`src/rtl/soc_reset_sequencer_if.sv`:
```
// Board-side signals of the SoC reset sequencer: PLL/button inputs, reset, tick and debug status.
interface soc_reset_sequencer_if;
  logic       pll_locked;
  logic       btn_reset_n;
  logic       soc_reset;
  logic       tick;
  logic [1:0] state_o;
  logic [1:0] reset_cause;
  logic [7:0] reset_count;

  modport master (
    output pll_locked, btn_reset_n,
    input  soc_reset, tick, state_o, reset_cause, reset_count
  );

  modport slave (
    input  pll_locked, btn_reset_n,
    output soc_reset, tick, state_o, reset_cause, reset_count
  );
endinterface

```
`src/rtl/soc_reset_sequencer.sv`:
```
// Holds the SoC in reset until PLL lock plus a hold time, re-enters reset on lock loss or a
// debounced button press, and provides a slow enable tick plus reset cause/count for debug.
module soc_reset_sequencer #(
  parameter int unsigned SYNC_STAGES     = 2,
  parameter int unsigned HOLD_CYCLES     = 1024,
  parameter int unsigned DEBOUNCE_CYCLES = 16,
  parameter int unsigned TICK_DIV        = 512
) (
  input logic                  clock,
  input logic                  reset_n,
  soc_reset_sequencer_if.slave seq
);

  localparam int unsigned HoldW = (HOLD_CYCLES > 1) ? $clog2(HOLD_CYCLES) : 1;
  localparam int unsigned DbW   = (DEBOUNCE_CYCLES > 1) ? $clog2(DEBOUNCE_CYCLES) : 1;
  localparam int unsigned TickW = (TICK_DIV > 1) ? $clog2(TICK_DIV) : 1;

  localparam logic [1:0] StWaitLock = 2'b00;
  localparam logic [1:0] StHold     = 2'b01;
  localparam logic [1:0] StRun      = 2'b10;
  localparam logic [1:0] StBtnWait  = 2'b11;

  localparam logic [1:0] CausePowerOn  = 2'b00;
  localparam logic [1:0] CauseLockLoss = 2'b01;
  localparam logic [1:0] CauseButton   = 2'b10;

  logic [SYNC_STAGES-1:0] lock_sync_q, btn_sync_q;
  logic                   lock_s, btn_s;

  logic           btn_db_q, btn_db_d;
  logic [DbW-1:0] db_cnt_q, db_cnt_d;

  logic [1:0]       state_q, state_d;
  logic [HoldW-1:0] hold_cnt_q, hold_cnt_d;
  logic [TickW-1:0] tick_cnt_q, tick_cnt_d;
  logic [1:0]       cause_q, cause_d;
  logic [7:0]       count_q, count_d;
  logic             soc_reset_q, soc_reset_d;
  logic             tick_q, tick_d;
  logic             run_stay;

  // Button sync resets to released so a power-on never looks like a press.
  always_ff @(posedge clock or negedge reset_n) begin
    if (!reset_n) begin
      lock_sync_q <= '0;
      btn_sync_q  <= '1;
    end else begin
      lock_sync_q <= {lock_sync_q[SYNC_STAGES-2:0], seq.pll_locked};
      btn_sync_q  <= {btn_sync_q[SYNC_STAGES-2:0], seq.btn_reset_n};
    end
  end

  assign lock_s = lock_sync_q[SYNC_STAGES-1];
  assign btn_s  = btn_sync_q[SYNC_STAGES-1];

  always_comb begin
    btn_db_d = btn_db_q;
    db_cnt_d = '0;
    if (btn_s != btn_db_q) begin
      if (db_cnt_q == DbW'(DEBOUNCE_CYCLES - 1)) begin
        btn_db_d = btn_s;
      end else begin
        db_cnt_d = db_cnt_q + DbW'(1);
      end
    end
  end

  always_comb begin
    state_d    = state_q;
    hold_cnt_d = '0;
    cause_d    = cause_q;
    count_d    = count_q;
    unique case (state_q)
      StWaitLock: begin
        if (lock_s) state_d = StHold;
      end
      StHold: begin
        if (!lock_s) begin
          state_d = StWaitLock;
          cause_d = CauseLockLoss;
        end else if (!btn_db_q) begin
          state_d = StBtnWait;
          cause_d = CauseButton;
        end else if (hold_cnt_q == HoldW'(HOLD_CYCLES - 1)) begin
          state_d = StRun;
        end else begin
          hold_cnt_d = hold_cnt_q + HoldW'(1);
        end
      end
      StRun: begin
        if (!lock_s) begin
          state_d = StWaitLock;
          cause_d = CauseLockLoss;
        end else if (!btn_db_q) begin
          state_d = StBtnWait;
          cause_d = CauseButton;
        end
        if (state_d != StRun && count_q != 8'hff) count_d = count_q + 8'd1;
      end
      StBtnWait: begin
        if (btn_db_q) state_d = StWaitLock;
      end
      default: state_d = StWaitLock;
    endcase
  end

  // Tick only while RUN persists, so an exit edge never emits a stray pulse.
  assign run_stay = (state_q == StRun) && (state_d == StRun);

  always_comb begin
    tick_cnt_d = '0;
    tick_d     = 1'b0;
    if (run_stay) begin
      if (tick_cnt_q == TickW'(TICK_DIV - 1)) begin
        tick_d = 1'b1;
      end else begin
        tick_cnt_d = tick_cnt_q + TickW'(1);
      end
    end
  end

  assign soc_reset_d = (state_d != StRun);

  always_ff @(posedge clock or negedge reset_n) begin
    if (!reset_n) begin
      btn_db_q    <= 1'b1;
      db_cnt_q    <= '0;
      state_q     <= StWaitLock;
      hold_cnt_q  <= '0;
      tick_cnt_q  <= '0;
      cause_q     <= CausePowerOn;
      count_q     <= '0;
      soc_reset_q <= 1'b1;
      tick_q      <= 1'b0;
    end else begin
      btn_db_q    <= btn_db_d;
      db_cnt_q    <= db_cnt_d;
      state_q     <= state_d;
      hold_cnt_q  <= hold_cnt_d;
      tick_cnt_q  <= tick_cnt_d;
      cause_q     <= cause_d;
      count_q     <= count_d;
      soc_reset_q <= soc_reset_d;
      tick_q      <= tick_d;
    end
  end

  assign seq.soc_reset   = soc_reset_q;
  assign seq.tick        = tick_q;
  assign seq.state_o     = state_q;
  assign seq.reset_cause = cause_q;
  assign seq.reset_count = count_q;

endmodule

```
`src/flat_wrapper.sv`:
```
// flat-port wrapper written by rule: the top's interface ports become plain ports
module soc_reset_sequencer_flat 
#(
  parameter int unsigned SYNC_STAGES     = 2,
  parameter int unsigned HOLD_CYCLES     = 1024,
  parameter int unsigned DEBOUNCE_CYCLES = 16,
  parameter int unsigned TICK_DIV        = 512
)
  (clock, reset_n, seq_pll_locked, seq_btn_reset_n, seq_soc_reset, seq_tick, seq_state_o, seq_reset_cause, seq_reset_count);
  soc_reset_sequencer_if seq_i ();
  input logic clock;
  input logic reset_n;
  input wire logic [$bits(seq_i.pll_locked)-1:0] seq_pll_locked;
  input wire logic [$bits(seq_i.btn_reset_n)-1:0] seq_btn_reset_n;
  output wire logic [$bits(seq_i.soc_reset)-1:0] seq_soc_reset;
  output wire logic [$bits(seq_i.tick)-1:0] seq_tick;
  output wire logic [$bits(seq_i.state_o)-1:0] seq_state_o;
  output wire logic [$bits(seq_i.reset_cause)-1:0] seq_reset_cause;
  output wire logic [$bits(seq_i.reset_count)-1:0] seq_reset_count;
  assign seq_i.pll_locked = seq_pll_locked;
  assign seq_i.btn_reset_n = seq_btn_reset_n;
  assign seq_soc_reset = seq_i.soc_reset;
  assign seq_tick = seq_i.tick;
  assign seq_state_o = seq_i.state_o;
  assign seq_reset_cause = seq_i.reset_cause;
  assign seq_reset_count = seq_i.reset_count;
  soc_reset_sequencer #(.SYNC_STAGES(SYNC_STAGES), .HOLD_CYCLES(HOLD_CYCLES), .DEBOUNCE_CYCLES(DEBOUNCE_CYCLES), .TICK_DIV(TICK_DIV)) u_core (.clock(clock), .reset_n(reset_n), .seq(seq_i));
endmodule
```
`config.mk`:
```
export PLATFORM = sky130hd
export DESIGN_NAME = soc_reset_sequencer_flat
export DESIGN_NICKNAME = d
export VERILOG_FILES = /design/src/rtl/soc_reset_sequencer_if.sv /design/src/rtl/soc_reset_sequencer.sv /design/src/flat_wrapper.sv
export SDC_FILE = /design/constraint.sdc
export NUM_CORES = 1
export LEC_CHECK = 0
export CAP_MARGIN = 20
export CORE_MARGIN = 8
export CORE_UTILIZATION = 25
export DETAILED_ROUTE_END_ITERATION = 7
export GPL_ROUTABILITY_DRIVEN = 0
export HOLD_SLACK_MARGIN = 0.15
export PLACE_DENSITY_LB_ADDON = 0.12
export SLEW_MARGIN = 20
export SYNTH_ARGS = -nofsm -noshare
export SYNTH_HDL_FRONTEND = slang
export SYNTH_SLANG_ARGS = --single-unit
export TNS_END_PERCENT = 100
```
`constraint.sdc`:
```
create_clock -name clock -period 3.7 [get_ports clock]
set_input_delay 0.555 -clock clock [delete_from_list [all_inputs] [get_ports clock]]
set_output_delay 0.555 -clock clock [all_outputs]
set_load 0.02 [all_outputs]
```
# Word-level counts from Yosys, hierarchy flattened
# Cells that the tools add are included.
# Widths: inputs -> output; s select.
[classes] addsub=4 eq_ne=12 mux=21 reduce_logical=7
[op_table] operator="$mux 10" count=4
[op_table] operator="$mux 2" count=10
[op_table] operator="$mux 9" count=2
[op_table] operator="$add 10x1->10 const B" count=1
[op_table] operator="$eq 10x10->1 const B" count=1
[op_table] operator="$add 9x1->9 const B" count=1
[op_table] operator="$eq 9x9->1 const B" count=1
[op_table] operator="$add 8x1->8 const B" count=1
[op_table] operator="$mux 4" count=2
[op_table] operator="$ne 8x8->1 const B" count=1
[op_table] operator="$pmux 2 s4" count=1
[op_table] operator="$eq 2x2->1 const B" count=3
[op_table] operator="$ne 2x2->1 const B" count=3
[op_table] operator="$reduce_and 2->1" count=3
[op_table] operator="$add 4x1->4 const B" count=1
[op_table] operator="$eq 4x4->1 const B" count=1
[op_table] operator="$eq 2x1->1 const B" count=1
[op_table] operator="$logic_and 1x1->1" count=2
[op_table] operator="$logic_not 2->1" count=1
[op_table] operator="$mux 1" count=2
[op_table] operator="$reduce_or 2->1" count=1
[op_table] operator="$ne 1x1->1" count=1
[totals] regBits=42 input_bits=4 out_inout_bits=14 word_cells=55

# Logic depth before layout (Yosys ltp)
[logic_depth] depth_word=8 ltp_mapped=8 depth_no_buf=7

# Least setup slack after synthesis
# Ideal clock, no wire load.
[synth_timing] path_type="reg2reg" startpoint="register u_core.state_q[0] (netlist: u_core.seq.state_o[0])" endpoint="register u_core.tick_cnt_q[3]" setup_time_ps=129 arrival_time_ps=1806 required_ps=3571 slack_ps=1765 stages_incl_launch_ff=9 n_path_buf=2 synth_period_minus_slack_ps=1935 path_cell_list="dfrtp_1 > inv_1 > ha_1 > buf_2 > and2_1 > o311ai_0 > a32o_2 > buf_6 > nor3_1"
[synth_between] elab_chain_len=7 elab_cells_between_ends=16 classes_between="eq/ne (4); mux (10); reduce/logical (2)"
[synth_lines] element="from (decl)" line="soc_reset_sequencer.sv:33" source="logic [1:0] state_q, state_d;"
[synth_lines] element="from (signal assigned)" line="soc_reset_sequencer.sv:128" source="state_q <= StWaitLock;"
[synth_lines] element="from (signal assigned)" line="soc_reset_sequencer.sv:138" source="state_q <= state_d;"
[synth_lines] element="$mux 2 (on tied branches)" line="soc_reset_sequencer.sv:94, soc_reset_sequencer.sv:84"
[synth_lines] element="$mux 2 (on tied branches)" line="soc_reset_sequencer.sv:91, soc_reset_sequencer.sv:81"
[synth_lines] element="$mux 2 (on tied branches)" line="soc_reset_sequencer.sv:73, soc_reset_sequencer.sv:78"
[synth_lines] element="$pmux 2 s4" line="soc_reset_sequencer.sv:73" source="unique case (state_q)"
[synth_lines] element="$eq 2x2->1" line="soc_reset_sequencer.sv:108" source="assign run_stay = (state_q == StRun) && (state_d == StRun);"
[synth_lines] element="$logic_and 1x1->1 (*)" line="soc_reset_sequencer.sv:108"
[synth_lines] element="$mux 9 (*)" line="soc_reset_sequencer.sv:113" source="if (run_stay) begin"
[synth_lines] element="named net u_core.tick_cnt_d[3]" line="soc_reset_sequencer.sv:35" source="logic [TickW-1:0] tick_cnt_q, tick_cnt_d;"
[synth_lines] element="to (signal assigned)" line="soc_reset_sequencer.sv:140" source="tick_cnt_q <= tick_cnt_d;"
[synth_lines] element="to (decl)" line="soc_reset_sequencer.sv:35"
# The timed path passes the listed nets; every way through them passes the cells marked *. The select of a mux whose other input is x is not followed.
# A chain may end at the register's enable or synchronous reset.

# Final worst setup path
[layout_timing] startpoint="register u_core.state_q[0] (netlist: u_core.seq.state_o[0])" endpoint="register u_core.soc_reset_q (netlist: u_core.seq.soc_reset)"
[layout_between] elab_chain_len=5 elab_cells_between_ends=14 classes_between="eq/ne (4); mux (9); reduce/logical (1)"
[layout_lines] element="$mux 2 (on tied branches)" line="soc_reset_sequencer.sv:94, soc_reset_sequencer.sv:84"
[layout_lines] element="$mux 2 (on tied branches)" line="soc_reset_sequencer.sv:91, soc_reset_sequencer.sv:81"
[layout_lines] element="$mux 2 (on tied branches)" line="soc_reset_sequencer.sv:73, soc_reset_sequencer.sv:78"
[layout_lines] element="$pmux 2 s4 (*)" line="soc_reset_sequencer.sv:73"
[layout_lines] element="$ne 2x2->1 (*)" line="soc_reset_sequencer.sv:122" source="assign soc_reset_d = (state_d != StRun);"
[layout_lines] element="named net u_core.soc_reset_d" line="soc_reset_sequencer.sv:38" source="logic soc_reset_q, soc_reset_d;"
[layout_lines] element="to (signal assigned)" line="soc_reset_sequencer.sv:143" source="soc_reset_q <= soc_reset_d;"
[layout_lines] element="to (decl)" line="soc_reset_sequencer.sv:38"
# Marked as above.

==> flow_summary.yaml <==
layout:
  mostFrequentLayoutCells: "38 x dfrtp_1, 16 x clkdlybuf4s50_1, 15 x xor2_1, 15 x nor2_1, 13 x nand3_1"
  nets: 213
  fin_area_sq_mm: 0.00232
  drive_gt1_share_pct: 8.96
  fillers: 799
  seq_area_sq_mm: 0.00106
  syn_to_final_growth_pct: 18.3
  layout_commonest_cell: "dfrtp_1"
  multi_input_area_sq_um: 841
  diodes: 0
setup_path:
  path_cells: "inv_1 -> ha_1 -> and2_1 -> o311ai_0 -> a32o_2 -> or3b_1"
  startpoint_type: "register"
  slowest_stage: "dfrtp_1"
  cp_max_fo: 12
  critPathArrivalTime_ps: 2290
  end_kind: "register"
  required_ps: 3900
  path_class: "register to register"
  cp_slowest_stage_delay_ps: 470
place:
  numPortBuffers: 17
  dp.final_hpwl_um: 2600
  dp_slack_ps: 1640
  place_area_sq_mm: 0.00222
floorplanning:
  dieArea_sq_mm: 0.0109
  start_util_pct: 25.6
  io_pins: 18
  die_h_um: 105
  coreArea_sq_mm: 0.00765
  fp-row-count: 32
  die_w_um: 105
clock_network:
  cts_buffers: 5
  htree_levels: 2
  postCtsHoldBufs: 0
  cts_tree: "yes"
  cts_buffer_depth: 2
  cts_resized: 0
  post-cts-setup-buffers: 0
  cts.sinks: 42
  clkSlewWorstSetupHoldPaths_ps: 90
  cts-root-buf: "clkbuf_8"
  clkLatencyLatePin_ps: 290
route:
  drc: 0
  postRouteAntennaNets: 0
  drt_iter0_drc: 55
  num_vias: 1313
  drt_wl_total_um: 3790
  firstDrtPassIters: 4
  wire_per_inst_um: 12.5
  vias_per_cell: 4.33
yosys:
  synthDistinctLibCells: 34
  ys_ff_latch: 42
  synth.area.top_cells: "dfrtp_1 49%, xor2_1 6.7%, ha_1 5.7%, dfstp_2 5.4%, xnor2_1 3.6%"
  syn_avg_cell_area_sq_um: 10.8
  syn_inst: 181
  yosysSeqAreaShare_pct: 53.9
  synth_fp_nets: 194
  yosysWarnings: 0
  synth.cell_area_sq_mm: 0.00196
  synth_top_area_cell: "dfrtp_1"
  synth_top_cell_area_share_pct: 48.5
timing:
  skew_ps: 11.9
  fin_ws_ps: 1610
  tightestPinTransition_ps: 950
  rsz0062_at_grt: "false"
  finalSetupViolations: 0
  drv_slew: 0
  period_share_pct: 56.5
  fmaxAchievable_mhz: 478
  hold_violations: 0
  relSlewSlack_pct: 36.7
  setup-tns-final_ps: 0
  period_needed_ps: 2090
grt:
  grt_overflow: 0
  grt_max_degree: 43
  grt_pass1_vias: 1419
  grtUsageTotal_pct: 7.75
  grt_pass1_wl_um: 6960
  antenna_found_initial: 0
power_and_ir_drop:
  irDropWorstVdd_uv: 222
  powerDensity_mw_per_mm2: 565
  leakage_nw: 0.991
outcome:
  outcome: "finished, final reports clean"
flow_run:
  drv_cap: 0
min_path:
  hp-class: "register to register"
-- per-layer routing --
layer	track usage, %	vias to the layer above	part of all wire, %
met4	2.79	0	0.63
li1	-	665	-
met1	10.4	629	53
met3	3.50	2	6.6
met2	10.6	17	40
met5	0	-	0
-- through the flow --
| step | total power (W) | std cells | hold WS, ps | utilization, % |
|---|---|---|---|---|
| final | 0.00131 | 303 | 359 | 30.3 |
| after global placement | 0.00102 | 295 | 343 | 29.1 |
| after detailed placement | 0.00102 | 295 | 339 | 29.1 |
| after floorplan | 0.000852 | 181 | 259 | - |
| after CTS | 0.00134 | 303 | 360 | 30.3 |
| after global routing | 0.00140 | 303 | 369 | 30.3 |
-- Yosys cell counts (all sizes together) --
cell and number:
nand4 3, a21oi 5, or2b 1, ha 9
nor2b 4, clkbuf 1, o211ai 2, inv 9
o2111ai 1, xnor2 8, nand4b 3, nand2 11
nand3 14, dfstp 4, o21ai 4, nor3 12
nor2 15, o22a 1, xor2 15, and4 3
buf 4, or3b 1, a32o 1, and3 5
a31oi 1, nor3b 1, and2 1, mux2 2
a22oi 1, o311ai 1, dfrtp 38
-- critical path: cells and delay by family (launching register included) --
family                   cells  cell delay [ps]
AND/OR/NAND/NOR              2              540
flip-flops                   1              470
AO/OA/AOI/OAI                2              470
adder cells (fa/ha/maj)      1              380
buffers and inverters        1              140
-- power by group --
group | internal [W] | switching [W]
Sequential | 0.000519 | 0.0000701
Combinational | 0.000180 | 0.000235
Clock | 0.000150 | 0.000156
Total | 0.000849 | 0.000461
-- kinds of logic (layout without fill, tap and decap cells) --
logic type	after synthesis	count (layout)	share of synthesized area, %
AOI/OAI and AO/OA	17	17	5.68
xor gates and xnor gates	23	23	10.3
adders and majority gates	9	9	5.74
buffers and inverters	14	34	3.25
DFF	42	42	53.9
muxes	2	2	1.15
and+or+nand+nor	74	74	20.0
-- state kept, by name (all words and copies together), names as in the netlist --
signal and flops:
u_core.seq.reset_cause 2, u_core.btn_db_q 1, u_core.seq.reset_count 8, u_core.db_cnt_q 4
u_core.seq.tick 1, u_core.hold_cnt_q 10, u_core.seq.soc_reset 1, u_core.tick_cnt_q 9
u_core.btn_sync_q 2, u_core.lock_sync_q 2, u_core.seq.state_o 2
-- final timing paths --
kind | depth (start not counted) | startpoint | slack (ps) | end
setup / recovery | 6 | u_core.seq.state_o[0] | 1610 | u_core.seq.soc_reset
hold / removal | 0 | u_core.lock_sync_q[0] | 360 | u_core.lock_sync_q[1]
setup reg to reg | 6 | u_core.seq.state_o[0] | 1610 | u_core.seq.soc_reset
hold reg to reg | 0 | u_core.lock_sync_q[0] | 360 | u_core.lock_sync_q[1]
max in group asynchronous | 1 | reset_n | 2690 | u_core.tick_cnt_q[3]
min in group asynchronous | 1 | reset_n | 410 | u_core.hold_cnt_q[7]
-- area by class of cell --
| class | count | area share (%) |
|---|---|---|
| repair buffers | 17 | 7.12 |
| well taps | 102 | 5.50 |
| clock buffers | 6 | 3.56 |
| inverters | 9 | 1.46 |
| flip-flops and latches | 42 | 45.5 |
| clock inverters | 2 | 0.540 |
| multi-input cells | 125 | 36.3 |
No activity file was read; power rests on OpenSTA's default activity.
